$ cat src/rtl/addsub_serial_if.sv
// Operand/result bus for the digit-serial adder/subtractor.
interface addsub_serial_if #(
  parameter int unsigned W = 8
);
  logic         start;
  logic [W-1:0] A;
  logic [W-1:0] B;
  logic         M;
  logic         busy;
  logic         done;
  logic [W-1:0] S;
  logic         C;
  logic         V;
  logic         Z;
  logic         N;

  modport master (
    output start, A, B, M,
    input  busy, done, S, C, V, Z, N
  );

  modport slave (
    input  start, A, B, M,
    output busy, done, S, C, V, Z, N
  );
endinterface

$ cat src/rtl/addsub_serial.sv
// Digit-serial adder/subtractor: W/D cycles of D-bit adds, LSB digit first.
module addsub_serial #(
  parameter int unsigned W = 8,
  parameter int unsigned D = 2
) (
  input  logic          clk,
  input  logic          rst_n,
  addsub_serial_if.slave bus
);

  localparam int unsigned ND     = W / D;
  localparam int unsigned KW     = (ND > 1) ? $clog2(ND) : 1;
  localparam logic [KW-1:0] K_LAST = KW'(ND - 1);

  // Reject parameterisations the digit slicing cannot represent.
  if ((W < 2) || (D < 1) || (D > W) || ((W % D) != 0)) begin : g_bad_param
    $error("addsub_serial: invalid W/D combination");
  end

  typedef enum logic [1:0] {IDLE, RUN, DONE} state_t;

  state_t       state_q, state_d;
  logic [KW-1:0] k_q, k_d;
  logic [W-1:0] a_q, a_d;
  logic [W-1:0] b_q, b_d;
  logic         cy_q, cy_d;
  logic [W-1:0] s_q, s_d;
  logic         c_q, c_d;
  logic         v_q, v_d;
  logic         z_q, z_d;
  logic         n_q, n_d;
  logic         busy_q, busy_d;
  logic         done_q, done_d;

  int unsigned  base;
  logic [D-1:0] a_dig;
  logic [D-1:0] b_dig;
  logic [D-1:0] sum_dig;
  logic         chain_c;
  logic         c_msb;

  // Ripple one D-bit digit of the operands with the running carry.
  always_comb begin
    base    = 32'(k_q) * D;
    a_dig   = D'(a_q >> base);
    b_dig   = D'(b_q >> base);
    sum_dig = '0;
    chain_c = cy_q;
    c_msb   = cy_q;
    for (int unsigned i = 0; i < D; i++) begin
      sum_dig[i] = a_dig[i] ^ b_dig[i] ^ chain_c;
      if (i == D - 1) c_msb = chain_c;
      chain_c = (a_dig[i] & b_dig[i]) | (chain_c & (a_dig[i] ^ b_dig[i]));
    end
  end

  // Next-state and datapath control; flags only change on the last digit.
  always_comb begin
    state_d = state_q;
    k_d     = k_q;
    a_d     = a_q;
    b_d     = b_q;
    cy_d    = cy_q;
    s_d     = s_q;
    c_d     = c_q;
    v_d     = v_q;
    z_d     = z_q;
    n_d     = n_q;
    case (state_q)
      IDLE, DONE: begin
        if (bus.start) begin
          a_d     = bus.A;
          b_d     = bus.B ^ {W{bus.M}};
          cy_d    = bus.M;
          k_d     = '0;
          state_d = RUN;
        end else begin
          state_d = IDLE;
        end
      end
      RUN: begin
        s_d[base +: D] = sum_dig;
        cy_d           = chain_c;
        k_d            = k_q + KW'(1);
        if (k_q == K_LAST) begin
          k_d     = '0;
          state_d = DONE;
          c_d     = chain_c;
          v_d     = c_msb ^ chain_c;
          z_d     = (s_d == '0);
          n_d     = s_d[W-1];
        end
      end
      default: state_d = IDLE;
    endcase
    busy_d = (state_d == RUN);
    done_d = (state_d == DONE);
  end

  // State and output registers.
  always_ff @(posedge clk or negedge rst_n) begin
    if (!rst_n) begin
      state_q <= IDLE;
      k_q     <= '0;
      a_q     <= '0;
      b_q     <= '0;
      cy_q    <= 1'b0;
      s_q     <= '0;
      c_q     <= 1'b0;
      v_q     <= 1'b0;
      z_q     <= 1'b0;
      n_q     <= 1'b0;
      busy_q  <= 1'b0;
      done_q  <= 1'b0;
    end else begin
      state_q <= state_d;
      k_q     <= k_d;
      a_q     <= a_d;
      b_q     <= b_d;
      cy_q    <= cy_d;
      s_q     <= s_d;
      c_q     <= c_d;
      v_q     <= v_d;
      z_q     <= z_d;
      n_q     <= n_d;
      busy_q  <= busy_d;
      done_q  <= done_d;
    end
  end

  assign bus.busy = busy_q;
  assign bus.done = done_q;
  assign bus.S    = s_q;
  assign bus.C    = c_q;
  assign bus.V    = v_q;
  assign bus.Z    = z_q;
  assign bus.N    = n_q;

endmodule
$ cat src/flat_wrapper.sv
// flat-port wrapper written by rule: the top's interface ports become plain ports
module addsub_serial_flat 
#(
  parameter int unsigned W = 8,
  parameter int unsigned D = 2
)
  (clk, rst_n, bus_start, bus_A, bus_B, bus_M, bus_busy, bus_done, bus_S, bus_C, bus_V, bus_Z, bus_N);
  addsub_serial_if #(.W(W)) bus_i ();
  input  logic clk;
  input  logic rst_n;
  input wire logic [$bits(bus_i.start)-1:0] bus_start;
  input wire logic [$bits(bus_i.A)-1:0] bus_A;
  input wire logic [$bits(bus_i.B)-1:0] bus_B;
  input wire logic [$bits(bus_i.M)-1:0] bus_M;
  output wire logic [$bits(bus_i.busy)-1:0] bus_busy;
  output wire logic [$bits(bus_i.done)-1:0] bus_done;
  output wire logic [$bits(bus_i.S)-1:0] bus_S;
  output wire logic [$bits(bus_i.C)-1:0] bus_C;
  output wire logic [$bits(bus_i.V)-1:0] bus_V;
  output wire logic [$bits(bus_i.Z)-1:0] bus_Z;
  output wire logic [$bits(bus_i.N)-1:0] bus_N;
  assign bus_i.start = bus_start;
  assign bus_i.A = bus_A;
  assign bus_i.B = bus_B;
  assign bus_i.M = bus_M;
  assign bus_busy = bus_i.busy;
  assign bus_done = bus_i.done;
  assign bus_S = bus_i.S;
  assign bus_C = bus_i.C;
  assign bus_V = bus_i.V;
  assign bus_Z = bus_i.Z;
  assign bus_N = bus_i.N;
  addsub_serial #(.W(W), .D(D)) u_core (.clk(clk), .rst_n(rst_n), .bus(bus_i));
endmodule
$ cat config.mk
export PLATFORM = sky130hd
export DESIGN_NAME = addsub_serial_flat
export DESIGN_NICKNAME = d
export VERILOG_FILES = /design/src/rtl/addsub_serial_if.sv /design/src/rtl/addsub_serial.sv /design/src/flat_wrapper.sv
export SDC_FILE = /design/constraint.sdc
export NUM_CORES = 1
export LEC_CHECK = 0
export CORE_MARGIN = 3
export CORE_UTILIZATION = 45
export DETAILED_ROUTE_END_ITERATION = 16
export MAX_ROUTING_LAYER = met4
export PLACE_DENSITY = 0.79
export SETUP_SLACK_MARGIN = 0.2
export SYNTH_ARGS = -nofsm -noshare
export SYNTH_HDL_FRONTEND = slang
export SYNTH_SLANG_ARGS = --single-unit
$ cat constraint.sdc
create_clock -name clk -period 4.1 [get_ports clk]
set_clock_uncertainty 0.2 [all_clocks]
set_input_delay 0.41 -clock clk [delete_from_list [all_inputs] [get_ports clk]]
set_output_delay 0.41 -clock clk [all_outputs]
set_load 0.01 [all_outputs]
==> impl_results.md, run 1 <==
* Max VDD drop at 313 uV
* Initial Util at 0.475
* Vias/cell at 5.07
* Fraction of registers with async set/reset at 1.00
* FMAX at 0.328 GHz
* Pre-antenna DRT Iters at 4
* Critical path type: flop to flop
* Post-CTS Setup Repair Bufs at 0
* Hold path cells at 2
* Count leader, synth: dfrtp_1
* Met3 wire len at 160 um
* TritonCTS Sinks at 35
* Result of the run: finished, final reports clean
* Met1 WL at 1370 um
* Number of synthesized flops with an enable pin at 0
* Die H at 68.9 um
* Setup WS post-layout at 1.05 ns
* Worst Path Arrival at 3.04 ns
* Pin count of the biggest net entering global routing at 36
* PortBufs at 33
* Final instance area at 2220 um2
* CTS buffer count at 5
* Tot Pwr at 1710 uW
* GPL Wtd Cong at 0.816
* Cell Pwr Density at 769 nW/um2
* Drt wl/cell at 13.5 um
* Final Critical Period at 3.05 ns
* CP Capture Type: flop
* DP HPWL at 2490 um
* Register area at 876 um2
* Die Wd at 68.9 um
* Die area at 4740 um2
* Post-synth top flop: dfrtp_1
* Setup violations, final at 0
* Worst endpoint required time at 4.09 ns
* Syn_nets at 187
* Setup TNS at 0 ns
* Mapped Area at 1780 um2
* Netlist cell types at 31
* Vias in the first global route at 1260
* Final hold vios at 0
* Worst slack, placed at 1.05 ns
* H-tree depth at 2
* Startpoint Class: flop
* Share of post-route cells with drive strength above 1 at 0.0979
* Filler cells at 314
* Post-route ant nets at 0
* Leading area contributor after synthesis: dfrtp_1
* First-pass GRT wire length at 5580 um
* GR Util All Layers at 0.168
* Initial antenna violation count at 0
* Cts hold-fix bufs at 0
* Site Rows at 22
* Post-Route WL at 3270 um
* Final Cycle Share at 0.744
* Relative slew slack at 0.355
* Hold Crit Class: flop to flop
* First-iteration detailed-routing DRC count at 26
* RSZ-0062 raised after global routing: no
* Root Buffer: clkbuf_8
* Register area share after synthesis at 0.492
* Top routing layer in use: met4
* Seq cells post-synth at 35
* Ports at 34
* Multi-input logic area at 820 um2
* CTS clk-pin slew, worst paths at 0.07 ns
* Crit-path max FO at 13
* Largest cells by area after synthesis: dfrtp_1, o21ai_0, mux4_1, mux2_2, nand2_1
* Clk buf depth at 2
* Transition time of the tightest slew-check pin at 0.968 ns
* Ant diodes at 0
* Post-route DRC at 0
* Synth top area share at 0.492
* # nets final at 221
* Area growth from synthesis to layout at 24.5%
* Core area at 3740 um2
* MaxCap Viol Count at 0
* Most frequent cells after synthesis: dfrtp_1, nand2_1, o21ai_0
* Vias at 1228
* CTS tree: yes
* R2R depth at 7
* Post-cts resize count at 0
* Area after DPL at 2130 um2
* Final max-slew violation count at 0
* Grt ovf at 0
* Yosys warnings at 0
* Synth Instances at 159
* Leakage Power at 0.000995 uW
* DR WL met2 at 1690 um
* Worst-skew pair later-pin latency at 0.28 ns
* Average cell area after synthesis at 11.2 um2
metal layers:
metal,global-route usage,vias up
met3,0.0535,5
met4,0.0584,0
li1,-,607
met2,0.286,30
met5,-,-
met1,0.185,586
final cells by class:
type / instances / share of cell area
Inverter: 11 / 0.0186
Clock inverter: 1 / 0.00226
Sequential cell: 35 / 0.395
Tap cell: 48 / 0.0271
Multi-Input combinational cell: 106 / 0.370
Clock buffer: 7 / 0.0344
Timing Repair Buffer: 34 / 0.152
registers in the layout (all words and copies together), names as in the netlist:
name / cells
u_core.b_q: 8
u_core.bus.done: 1
u_core.bus.busy: 1
u_core.state_q: 2
u_core.bus.Z: 1
u_core.bus.V: 1
u_core.cy_q: 1
u_core.a_q: 8
u_core.k_q: 2
u_core.bus.S: 8
u_core.bus.N: 1
u_core.bus.C: 1
placed cells by master (no fill, tap or decap), types with 4 or more instances in the layout:
cell             Yosys  routed
dfrtp_1             35      35
clkdlybuf4s50_1      0      33
nand2_1             23      23
o21ai_0             22      22
inv_1               11      11
mux2_2               8       8
xnor2_1              8       8
nor2b_1              7       7
ha_1                 6       6
nand3_1              5       5
clkbuf_8             0       5
mux4_1               4       4
a31oi_1              4       4
final timing paths:
kind,startpoint,endpoint,slack (ns)
max in group asynchronous,rst_n,u_core.state_q[1],3.07
hold / removal,u_core.b_q[1],u_core.b_q[1],0.28
setup / recovery,u_core.k_q[0],u_core.bus.S[7],1.05
hold reg to reg,u_core.b_q[1],u_core.b_q[1],0.28
setup reg to reg,u_core.k_q[0],u_core.bus.S[7],1.05
min in group asynchronous,rst_n,u_core.bus.S[1],0.33
cells by family (layout without fill, tap and decap cells):
family | Yosys count | in the layout | share of synthesized area
AO/OA/AOI/OAI | 33 | 33 | 0.111
XOR/XNOR | 9 | 9 | 0.0443
adder cells (fa/ha/maj) | 8 | 8 | 0.0647
buffers and inverters | 18 | 53 | 0.0471
flip-flops | 35 | 35 | 0.492
multiplexers | 12 | 12 | 0.110
AND/OR/NAND/NOR | 44 | 44 | 0.131
worst max-delay path, cell delays in order, from the launching register on:
cell and delay [ns]:
dfrtp_1 0.65, mux4_1 0.64, fa_1 0.44, inv_1 0.08, fa_1 0.44, nor2_1 0.17
a31oi_2 0.13, o21ai_0 0.19
metrics by stage:
stage	cells	hold slack, ns	util
after global routing	242	0.315	0.592
final	242	0.279	0.592
after detailed placement	234	0.266	0.570
after floorplan	159	-0.0856	-
after global placement	234	0.256	0.570
after CTS	242	0.281	0.592
power by group:
group / internal (uW) / switching [uW] / leakage, uW / total (uW)
Combinational: 419 / 434 / 0.000512 / 853
Clock: 119 / 115 / 0.0000422 / 234
Sequential: 500 / 118 / 0.000441 / 618
Power figures use the tool's default switching activity.
==> inputs of run 2 (changes only) <==
PLACE_DENSITY = 0.81   (was 0.79)
clock period = 2.7 ns   (was 4.1 ns; I/O delays follow)
==> run 2 against run 1 <==
Clock power increased by 63%. Sequential power increased by 48%. Critical path depth increased by 1. Maximum frequency increased by 18%. Via count increased by 1.5%. Die area unchanged. First-iteration DRC count increased by 92%. Non-clock buffer count increased by 6. Sequential cell count unchanged. Core utilization increased by 1.8 points. Cell count increased by 2.1%. Count of clock-buffer cells in the layout decreased by 1. Highest routed layer unchanged.
==> impl_results.md, run 2 (synthesis gave the netlist of run 1 again) <==
* Post-route DRC at 0 (unchanged)
* Core area at 3740 um2 (unchanged)
* Share of post-route cells with drive strength above 1 at 0.181 (+0.0830)
* Final hold vios at 0 (unchanged)
* Vias/cell at 5.04 (-0.59%)
* CTS clk-pin slew, worst paths at 0.07 ns (about the same)
* Die H at 68.9 um (unchanged)
* Critical path type: flop to flop
* Initial antenna violation count at 0 (unchanged)
* Die Wd at 68.9 um (unchanged)
* Pre-antenna DRT Iters at 4 (unchanged)
* Relative slew slack at 0.503 (+0.148)
* Worst-skew pair later-pin latency at 0.28 ns (about the same)
* Site Rows at 22 (unchanged)
* Startpoint Class: flop
* Worst endpoint required time at 2.67 ns (-1.42 ns)
* Drt wl/cell at 13.1 um (-3.2%)
* Final hold slack at 0.190 ns (-0.0898 ns)
* PortBufs at 33 (unchanged)
* Commonest non-fill, non-tap cell in the layout: dfrtp_1
* Worst Path Arrival at 2.57 ns (-0.47 ns)
* Ant diodes at 0 (unchanged)
* DP HPWL at 2410 um (-3.1%)
* Post-Route WL at 3230 um (-1.2%)
* Cell Pwr Density at 1250 nW/um2 (+62%)
* Final Cycle Share at 0.961 (+0.217)
* Vias at 1246 (+1.5%)
* Initial Util at 0.475 (unchanged)
* Area growth from synthesis to layout at 28.3%
* CTS buffer count at 5 (unchanged)
* Result of the run: finished, final reports clean
* MaxCap Viol Count at 0 (unchanged)
* # nets final at 227 (+2.7%)
* Ports at 34 (unchanged)
* Cts hold-fix bufs at 0 (unchanged)
* Final core utilization at 0.610 (+0.0177)
* Clk buf depth at 2 (unchanged)
* Leakage Power at 0.00102 uW (+2.3%)
* Post-route ant nets at 0 (unchanged)
* TritonCTS Sinks at 35 (unchanged)
* H-tree depth at 2 (unchanged)
* Max VDD drop at 576 uV (+84%)
* Setup violations, final at 0 (unchanged)
* GR Util All Layers at 0.165 (-0.00277)
* Grt ovf at 0 (unchanged)
* GPL Wtd Cong at 0.895 (+9.6%)
* Commonest cells after routing, fill and taps aside: dfrtp_1, clkdlybuf4s50_1, nand2_1, o21ai_0, inv_1
* Setup TNS at 0 ns (unchanged)
* Die area at 4740 um2 (unchanged)
* Crit-path max FO at 4 (-9)
* Final max-slew violation count at 0 (unchanged)
* Hold Crit Class: input pin to asynchronous set/reset pin
* Final Critical Period at 2.59 ns (-0.457 ns)
* Transition time of the tightest slew-check pin at 0.745 ns (-0.223 ns)
* Root Buffer: clkbuf_8
* Vias in the first global route at 1238 (-1.7%)
* RSZ-0062 raised after global routing: yes
* First-iteration detailed-routing DRC count at 50 (+92%)
* CTS tree: yes
* First-pass GRT wire length at 5470 um (-2.0%)
* Filler cells at 327 (+4.1%)
* CP Capture Type: flop
* FMAX at 0.385 GHz (+18%)
* Pin count of the biggest net entering global routing at 36 (unchanged)
## run 2: cell count changes in the layout (fill, tap and decap cells not counted), sizes merged
cell    delta
buf        +6
clkbuf     -1
## run 2: final cells by class
cell class	instances	area [um2]	share of cell area
Clock inverter	1	5.00	0.00219
Inverter	11	41.3	0.0181
Clock buffer	6	82.6	0.0362
Sequential cell	35	877	0.384
Multi-Input combinational cell	106	833	0.365
Tap cell	48	60.1	0.0263
Timing Repair Buffer	40	383	0.168
## run 2: worst max-delay path: stages, from the launching register on
cell       delay (ns)
dfrtp_2          0.42
mux4_2           0.54
fa_2             0.39
inv_2            0.06
fa_2             0.47
inv_2            0.08
o2111ai_1        0.12
nand4_1          0.13
o31ai_2          0.08
## run 2: worst paths after layout
| check | from | to | slack [ns] | depth (start not counted) |
|---|---|---|---|---|
| setup / recovery | u_core.k_q[0] | u_core.bus.Z | 0.11 | 8 |
| hold reg to reg | u_core.b_q[1] | u_core.b_q[1] | 0.29 | 2 |
| hold / removal | rst_n | u_core.bus.S[0] | 0.19 | 2 |
| max in group asynchronous | rst_n | u_core.k_q[0] | 1.78 | 2 |
| setup reg to reg | u_core.k_q[0] | u_core.bus.Z | 0.11 | 8 |
| min in group clk | u_core.b_q[1] | u_core.b_q[1] | 0.29 | 2 |
## run 2: layer usage
layer / vias to the layer above / GRT usage / routed length, um
met2: 41 / 0.276 / 1600
met1: 578 / 0.184 / 1380
met5: - / - / 0
met4: 0 / 0.0681 / 66
met3: 6 / 0.0486 / 186
li1: 621 / - / -
## run 2: repair_timing
action	4_1_cts	5_1_grt
setup endpoints to repair	5	6
buffers inserted	1	1
pin swaps	2	1
gates resized for setup	2	8
## run 2: metrics by stage
stage | area (um2) | instances | worst slack (ns) | power, uW
5_1_grt | 2280 | 247 | 0.0142 | 3090
4_1_cts | 2260 | 246 | 0.111 | 2760
3_5_place_dp | 2160 | 238 | 0.0623 | 2340
3_3_place_gp | 2160 | 238 | 0.129 | 2290
6_report | 2280 | 247 | 0.106 | 2850
2_1_floorplan | 1780 | 159 | 0.0783 | 1910
## run 2: power by group
| part | total (uW) | switching (uW) | leakage [uW] | internal (uW) |
|---|---|---|---|---|
| Clock | 381 | 181 | 0.0000470 | 200 |
| Sequential | 914 | 152 | 0.000440 | 761 |
| Combinational | 1550 | 780 | 0.000531 | 771 |
